## src/rtl/gates_sweep_ctrl.sv

```systemverilog
// Self-test sequencer for a 2-input gates block: sweeps {a,b} through 00..11,
// checks all seven outputs against the truth table and reports the result.
module gates_sweep_ctrl #(
    parameter int unsigned SETTLE_CYCLES = 2,
    parameter bit          STOP_ON_FAIL  = 1'b0
) (
    input  logic       clk,
    input  logic       rst,
    input  logic       start,
    output logic       gate_a,
    output logic       gate_b,
    input  logic [6:0] gate_c,
    output logic       busy,
    output logic       done,
    output logic       pass,
    output logic [6:0] fail_mask,
    output logic [2:0] fail_count,
    output logic [1:0] first_fail
);

    typedef enum logic [1:0] {StIdle, StDrive, StCheck, StDone} state_e;

    localparam logic [3:0] SettleLast = 4'(SETTLE_CYCLES - 1);

    state_e     state_q, state_d;
    logic [1:0] vec_q, vec_d;
    logic [3:0] cnt_q, cnt_d;
    logic       pass_q, pass_d;
    logic [6:0] mask_q, mask_d;
    logic [2:0] fcnt_q, fcnt_d;
    logic [1:0] first_q, first_d;

    logic       exp_a, exp_b;
    logic [6:0] expected;
    logic [6:0] diff;
    logic       mismatch;

    always_ff @(posedge clk) begin
        if (rst) begin
            state_q <= StIdle;
            vec_q   <= '0;
            cnt_q   <= '0;
            pass_q  <= 1'b0;
            mask_q  <= '0;
            fcnt_q  <= '0;
            first_q <= '0;
        end else begin
            state_q <= state_d;
            vec_q   <= vec_d;
            cnt_q   <= cnt_d;
            pass_q  <= pass_d;
            mask_q  <= mask_d;
            fcnt_q  <= fcnt_d;
            first_q <= first_d;
        end
    end

    // Expected {c7..c1} for the vector currently driven.
    assign exp_a    = vec_q[1];
    assign exp_b    = vec_q[0];
    assign expected = {~exp_a, ~(exp_a ^ exp_b), exp_a ^ exp_b, ~(exp_a | exp_b),
                       ~(exp_a & exp_b), exp_a | exp_b, exp_a & exp_b};
    assign diff     = gate_c ^ expected;
    assign mismatch = |diff;

    always_comb begin
        state_d = state_q;
        vec_d   = vec_q;
        cnt_d   = cnt_q;
        pass_d  = pass_q;
        mask_d  = mask_q;
        fcnt_d  = fcnt_q;
        first_d = first_q;
        unique case (state_q)
            StIdle: begin
                if (start) begin
                    state_d = StDrive;
                    vec_d   = '0;
                    cnt_d   = '0;
                    pass_d  = 1'b0;
                    mask_d  = '0;
                    fcnt_d  = '0;
                    first_d = '0;
                end
            end
            StDrive: begin
                if (cnt_q == SettleLast) begin
                    state_d = StCheck;
                end else begin
                    cnt_d = cnt_q + 4'd1;
                end
            end
            StCheck: begin
                if (mismatch) begin
                    mask_d = mask_q | diff;
                    fcnt_d = fcnt_q + 3'd1;
                    if (fcnt_q == 3'd0) begin
                        first_d = vec_q;
                    end
                end
                if (vec_q == 2'd3 || (STOP_ON_FAIL && mismatch)) begin
                    state_d = StDone;
                    pass_d  = ((mask_q | diff) == 7'd0);
                end else begin
                    state_d = StDrive;
                    vec_d   = vec_q + 2'd1;
                    cnt_d   = '0;
                end
            end
            StDone: begin
                state_d = StIdle;
            end
            default: begin
                state_d = StIdle;
            end
        endcase
    end

    always_comb begin
        busy   = 1'b0;
        done   = 1'b0;
        gate_a = 1'b0;
        gate_b = 1'b0;
        unique case (state_q)
            StDrive, StCheck: begin
                busy   = 1'b1;
                gate_a = vec_q[1];
                gate_b = vec_q[0];
            end
            StDone:  done = 1'b1;
            default: ;
        endcase
    end

    assign pass       = pass_q;
    assign fail_mask  = mask_q;
    assign fail_count = fcnt_q;
    assign first_fail = first_q;

endmodule

```

## config.mk

```make
export PLATFORM = sky130hd
export DESIGN_NAME = gates_sweep_ctrl
export DESIGN_NICKNAME = d
export VERILOG_FILES = /design/src/rtl/gates_sweep_ctrl.sv
export SDC_FILE = /design/constraint.sdc
export NUM_CORES = 1
export LEC_CHECK = 0
export CAP_MARGIN = 5
export CORE_ASPECT_RATIO = 0.9
export CORE_UTILIZATION = 45
export DETAILED_ROUTE_END_ITERATION = 10
export PLACE_DENSITY_LB_ADDON = 0.05
export SKIP_LAST_GASP = 1
export SYNTH_ARGS = -nofsm -noshare
export SYNTH_HDL_FRONTEND = slang
export SYNTH_SLANG_ARGS = --single-unit
```

## constraint.sdc

```tcl
create_clock -name clk -period 4.2 [get_ports clk]
set_clock_uncertainty 0.15 [all_clocks]
set_input_delay 1.26 -clock clk [delete_from_list [all_inputs] [get_ports clk]]
set_output_delay 1.26 -clock clk [all_outputs]
set_load 0.05 [all_outputs]
```

==> impl_metrics.tcl, run 1 <==
set metrics [dict create \
    status "finished with violations" \
    violations "design-rule violations" \
    grt-ovfl-total 0 \
    finish.utilization_pct 60.6 \
    numCtsBuffers 3 \
    layout-drive-gt1-share_pct 5.78 \
    start_kind "flip-flop" \
    worst_ir_drop_vdd_v 0.000320 \
    grt_antenna_before_repair 0 \
    core-area_um2 2510 \
    ioPinCount 27 \
    hp-class "flip-flop to flip-flop" \
    finalNetCount 196 \
    ys_ff_latch 21 \
    syn_avg_cell_area_um2 8.37 \
    holdBufCountCts 0 \
    syn-num-nets 168 \
    ctsResizeCount 0 \
    grt_start_max_net_pins 15 \
    routed_wl_um 2610 \
    relSlewSlack_pct 62.3 \
    critical_path_class "flip-flop to output pin" \
    dieArea_um2 2930 \
    rsz0062_at_grt "no" \
    synth_area_leaders "dfxtp_1 34%, ha_1 12%, a21oi_1 7.8%, inv_1 4.3%, nor2_1 4.3%" \
    ys.warnings.count 0 \
    rows 17 \
    routed_via_density 5.49 \
    die_h_um 51.4 \
    fin_crit_ps 3500 \
    slowest_delay_ps 800 \
    port_buffers 26 \
    insertion_delay_ps 320 \
    critPathCaptureType "output pin" \
    gp_congestion 0.782 \
    finalCritPeriodShare_pct 83.4 \
    dieWidth_um 56.9 \
    tns_ps 0 \
    remaining_drc_errors 6 \
    worstRegToRegCells 6 \
    synth_area_um2 1220 \
    cp.arrival_ps 2090 \
    htreeDepth 1 \
    area_growth_syn_to_layout_pct 24.5 \
    track_usage_pct 20.2 \
    timing.fmax_mhz 286 \
    start_util_pct 48.7 \
    dp_hpwl_um 1970 \
    grt_pass1_wl_um 4490 \
    drv_slew 0 \
    dr.pass1.iters 7 \
    p_leak_nw 0.575 \
    drv_cap 0 \
    crit_chain "inv_1, ha_1, and2_1, clkdlybuf4s50_1" \
    clkTransAtPathRegs_ps 140 \
    antenna_cells 0 \
    clock-root-buffer "clkbuf_4" \
    clock_sinks 21 \
    yosysSeqAreaShare_pct 34.4 \
    worst-path-max-fanout 5 \
    final_antenna_net_count 0 \
    power_density_nw_per_um2 484 \
    drt-initial-drc-count 27 \
    nFillCells 247 \
    cp_slowest_cell "clkdlybuf4s50_1" \
    setup_viol 0 \
    worst_slew_pin_slew_ps 564 \
    hold_violations 0 \
    hold_depth 2 \
    synthesis.instances 146 \
    grt_pass1_vias 1009 \
    cp.required_ps 2790 \
    cts_setup_buffers 0 \
    avgRoutedWirePerCell_um 13.0 \
    reg2reg_slack_ps 1700 \
    yosysTopAreaCellShare_pct 34.4 \
    cts_max_path_buffers 2 \
    cts_tree "done" \
    synth_cell_types 35 \
    yosys.area.top_type "dfxtp_1" \
    dr_total_vias 1104 \
]
[placed cells by master, fill, tap and decap left out, drive strengths merged, types with 3 or more instances in the layout]
cell type,synthesis,final
a21oi,19,19
inv,14,14
nor2,14,14
nand2,7,7
clkbuf,1,3
xor2,3,3
and2,3,3
xnor2,4,4
o32ai,3,3
or4,4,4
dfxtp,21,21
ha,12,12
clkdlybuf4s50,0,26
nand3,6,6
o21ai,9,9
[power by group]
part           internal (mW)  leakage [nW]  total, mW  switching (mW)
clock                 0.0356        0.0177      0.101          0.0653
sequential             0.227         0.170      0.254          0.0268
combinational          0.138         0.386      0.382           0.244
[critical path, delay by kind of cell (launching register included)]
kind / cells / cell delay (ps)
adder cells (fa/ha/maj): 1 / 310
buffers and inverters: 2 / 900
flip-flops: 1 / 430
AND/OR/NAND/NOR: 1 / 130
[logic make-up (layout without fill, tap and decap cells)]
group,Yosys count,after routing,share of synthesized area (%)
compound gates,39,39,18.8
mux,3,3,2.56
buf+inv,17,44,6.24
flops,21,21,34.4
simple gates,47,47,20.7
xor+xnor,7,7,5.02
fa+ha+maj,12,12,12.3
[metal layers]
metal | GRT usage (%) | vias to the layer above | share of wire [%]
li1 | - | 567 | -
met1 | 27.6 | 510 | 50
met2 | 31.4 | 25 | 44
met3 | 5.57 | 2 | 5.0
met4 | 4.88 | 0 | 0.69
met5 | 0 | - | 0
[metrics by stage]
stage | instance area (um^2) | power, mW | std cells | setup slack [ps] | hold slack, ps
6_report | 1520 | 0.737 | 201 | 699 | 327
3_5_place_dp | 1490 | 0.637 | 197 | 932 | 315
3_3_place_gp | 1490 | 0.633 | 197 | 947 | 296
2_1_floorplan | 1220 | 0.543 | 146 | 1270 | 303
4_1_cts | 1520 | 0.743 | 201 | 678 | 335
5_1_grt | 1520 | 0.796 | 201 | 575 | 366
[synthesized netlist by cell type (all sizes together)]
cell type / count
o21ai: 9
o22ai: 1
ha: 12
or3b: 1
and2: 3
or4: 4
o32ai: 3
a22oi: 1
buf: 1
dfxtp: 21
o2111ai: 1
o22a: 1
a21o: 1
nor4: 2
clkbuf: 1
inv: 14
nor3: 2
mux2: 1
nor3b: 2
nand2: 7
nor2: 14
a21oi: 19
a211oi: 1
o31ai: 1
a211o: 1
mux2i: 2
dlygate4sd1: 1
or3: 2
xor2: 3
xnor2: 4
nor2b: 2
and3b: 2
nand3: 6
[area by class of cell]
class / count / area, um^2 / share of cell area, %
multi-input combinational: 108 / 726 / 47.7
tap: 28 / 35.0 / 2.30
inverter: 14 / 52.6 / 3.45
clock inverter: 1 / 5.00 / 0.329
clock buffer: 3 / 22.5 / 1.48
timing repair buffer: 26 / 260 / 17.1
sequential: 21 / 420 / 27.6
[path summary, 6_finish.rpt]
path | start | endpoint
min | pass$_SDFFE_PP0P_ | pass$_SDFFE_PP0P_
max | state_q[0]$_SDFFE_PP0P_ | gate_a
max reg2reg | state_q[0]$_SDFFE_PP0P_ | pass$_SDFFE_PP0P_
min reg2reg | pass$_SDFFE_PP0P_ | pass$_SDFFE_PP0P_
[registers in the layout, indices dropped and copies added, names as in the netlist]
| name | flops |
|---|---|
| vec_q | 2 |
| cnt_q | 4 |
| state_q | 2 |
| pass | 1 |
| fail_mask | 7 |
| first_fail | 2 |
| fail_count | 3 |
No activity file was read; power rests on OpenSTA's default activity.
==> run 2, diff against run 1 <==
==> constraint.sdc (replaced) <==
create_clock -name clk -period 2.83 [get_ports clk]
set_clock_uncertainty 0.15 [all_clocks]
set_input_delay 0.849 -clock clk [delete_from_list [all_inputs] [get_ports clk]]
set_output_delay 0.849 -clock clk [all_outputs]
set_load 0.05 [all_outputs]
==> impl_metrics.tcl, run 2 (same netlist as run 1, synthesis figures left out) <==
set metrics [dict create \
    grt_pass1_vias 1018 \
    dieArea_um2 2930 \
    layout_commonest_cell "clkdlybuf4s50_1" \
    dp_cells 203 \
    hold_depth 2 \
    timing.rr.start "vec_q[1]$_SDFFE_PP0P_" \
    clkTransAtPathRegs_ps 130 \
    critical_path_class "flip-flop to output pin" \
    cp.arrival_ps 1560 \
    grt-ovfl-total 0 \
    cp_slowest_cell "dfxtp_1" \
    grt_start_max_net_pins 14 \
    final_cell_mix "22 x clkdlybuf4s50_1, 21 x dfxtp_1, 19 x a21oi_1, 14 x inv_1, 14 x nor2_1" \
    drv_slew 0 \
    rsz0062_at_grt "no" \
    wl_met2_um 1280 \
    routed.top_layer "met4" \
    timing.fmax_mhz 390 \
    avgRoutedWirePerCell_um 13.5 \
    remaining_drc_errors 6 \
    critPathCaptureType "output pin" \
    dr_wl_met3_um 120 \
    hold_end "pass$_SDFFE_PP0P_" \
    gp_congestion 0.763 \
    setup_viol 0 \
    clock_sinks 21 \
    grt_pass1_wl_um 4480 \
    start_kind "flip-flop" \
    hp-class "flip-flop to flip-flop" \
    worstReg2RegEnd "pass$_SDFFE_PP0P_" \
    dr.pass1.iters 7 \
    slowest_delay_ps 450 \
    finalNetCount 202 \
    worst_slew_pin_slew_ps 578 \
    die_h_um 51.4 \
    largest_reg_flops 7 \
    layout-drive-gt1-share_pct 10.6 \
    drv_cap 0 \
    stdcell_count 207 \
    numCtsBuffers 3 \
    start_util_pct 48.7 \
    track_usage_pct 20.2 \
    cts_max_path_buffers 2 \
    grt_antenna_before_repair 0 \
    cp.required_ps 1830 \
    fin_crit_ps 2560 \
    clock-root-buffer "clkbuf_4" \
    cts_tree "done" \
    routed_wl_um 2790 \
    hold_violations 0 \
    dr_total_vias 1130 \
    dp_hpwl_um 2130 \
    core-area_um2 2510 \
    worst-path-max-fanout 5 \
    violations "design-rule violations" \
    ioPinCount 27 \
    holdWs_ps 324 \
    p_leak_nw 0.628 \
    htreeDepth 1 \
    insertion_delay_ps 310 \
    worst_ir_drop_vdd_v 0.000375 \
    wl_met1_um 1370 \
    power_density_nw_per_um2 715 \
    antenna_cells 0 \
    crit_chain "inv_1, ha_1, and2_1, buf_4" \
    relSlewSlack_pct 61.1 \
    status "finished with violations" \
    routed_via_density 5.46 \
    worstRegToRegCells 6 \
    reg2reg_slack_ps 560 \
    min_from "pass$_SDFFE_PP0P_" \
    nFillCells 231 \
    port_buffers 26 \
    dieWidth_um 56.9 \
    rows 17 \
    finalCritPeriodShare_pct 90.6 \
    drt-initial-drc-count 32 \
    final_antenna_net_count 0 \
    area_growth_syn_to_layout_pct 27.7 \
]
[run 2: changes by cell type in the layout (fill, tap and decap cells not counted), sizes merged]
cell           previous run  this run
buf                       0         9
clkdlybuf4s50            26        22
dlymetal6s2s              0         1
[run 2: layout make-up]
cell class / instances / area (um^2) / area share [%]
Timing Repair Buffer: 32 / 300 / 19.2
Clock buffer: 3 / 22.5 / 1.44
Tap cell: 28 / 35.0 / 2.24
Multi-Input combinational cell: 108 / 726 / 46.5
Inverter: 14 / 52.6 / 3.37
Clock inverter: 1 / 5.00 / 0.321
Sequential cell: 21 / 420 / 26.9
[run 2: worst max-delay path by stage]
stage / start / to / slack, ps
final: state_q[0]$_SDFFE_PP0P_ / gate_b / 270
after global routing: state_q[0]$_SDFFE_PP0P_ / gate_b / 210
after CTS: state_q[0]$_SDFFE_PP0P_ / done / 50
after detailed placement: gate_c[2] / pass$_SDFFE_PP0P_ / -2
after global placement: gate_c[2] / pass$_SDFFE_PP0P_ / 20
after floorplan: state_q[0]$_SDFFE_PP0P_ / gate_a / 310
[run 2: power by group]
| part | switching [mW] | leakage [nW] | internal, mW |
|---|---|---|---|
| registers | 0.0416 | 0.170 | 0.337 |
| logic | 0.370 | 0.440 | 0.217 |
| clock network | 0.0977 | 0.0177 | 0.0528 |
[run 2: timing repair]
item	CTS	global route
hold buffers	0	0
endpoints found under the setup margin	0	1
setup buffers	0	0
gates resized for setup	0	1
[run 2: metal layers]
metal  vias to the layer above  GRT usage, %
met5                         -             0
met4                         0          4.88
met3                         2          4.81
met2                        26          34.3
met1                       523          26.0
li1                        579             -
[run 2: per-stage QoR]
step / utilization, % / cell area [um^2] / power [mW] / setup TNS (ps) / setup slack [ps]
finish: 62.2 / 1560 / 1.12 / 0 / 267
CTS: 62.1 / 1560 / 1.12 / 0 / 46.0
global placement: 61.0 / 1530 / 0.951 / 0 / 22.4
detailed placement: 61.0 / 1530 / 0.965 / -1.55 / -1.55
global route: 62.2 / 1560 / 1.20 / 0 / 214
floorplan: - / 1220 / 0.805 / 0 / 306
[run 2: critical path: cells and delay by family, from the launching register on]
family	cells	cell delay [ps]
flops	1	450
fa+ha+maj	1	340
buf+inv	2	290
simple gates	1	170
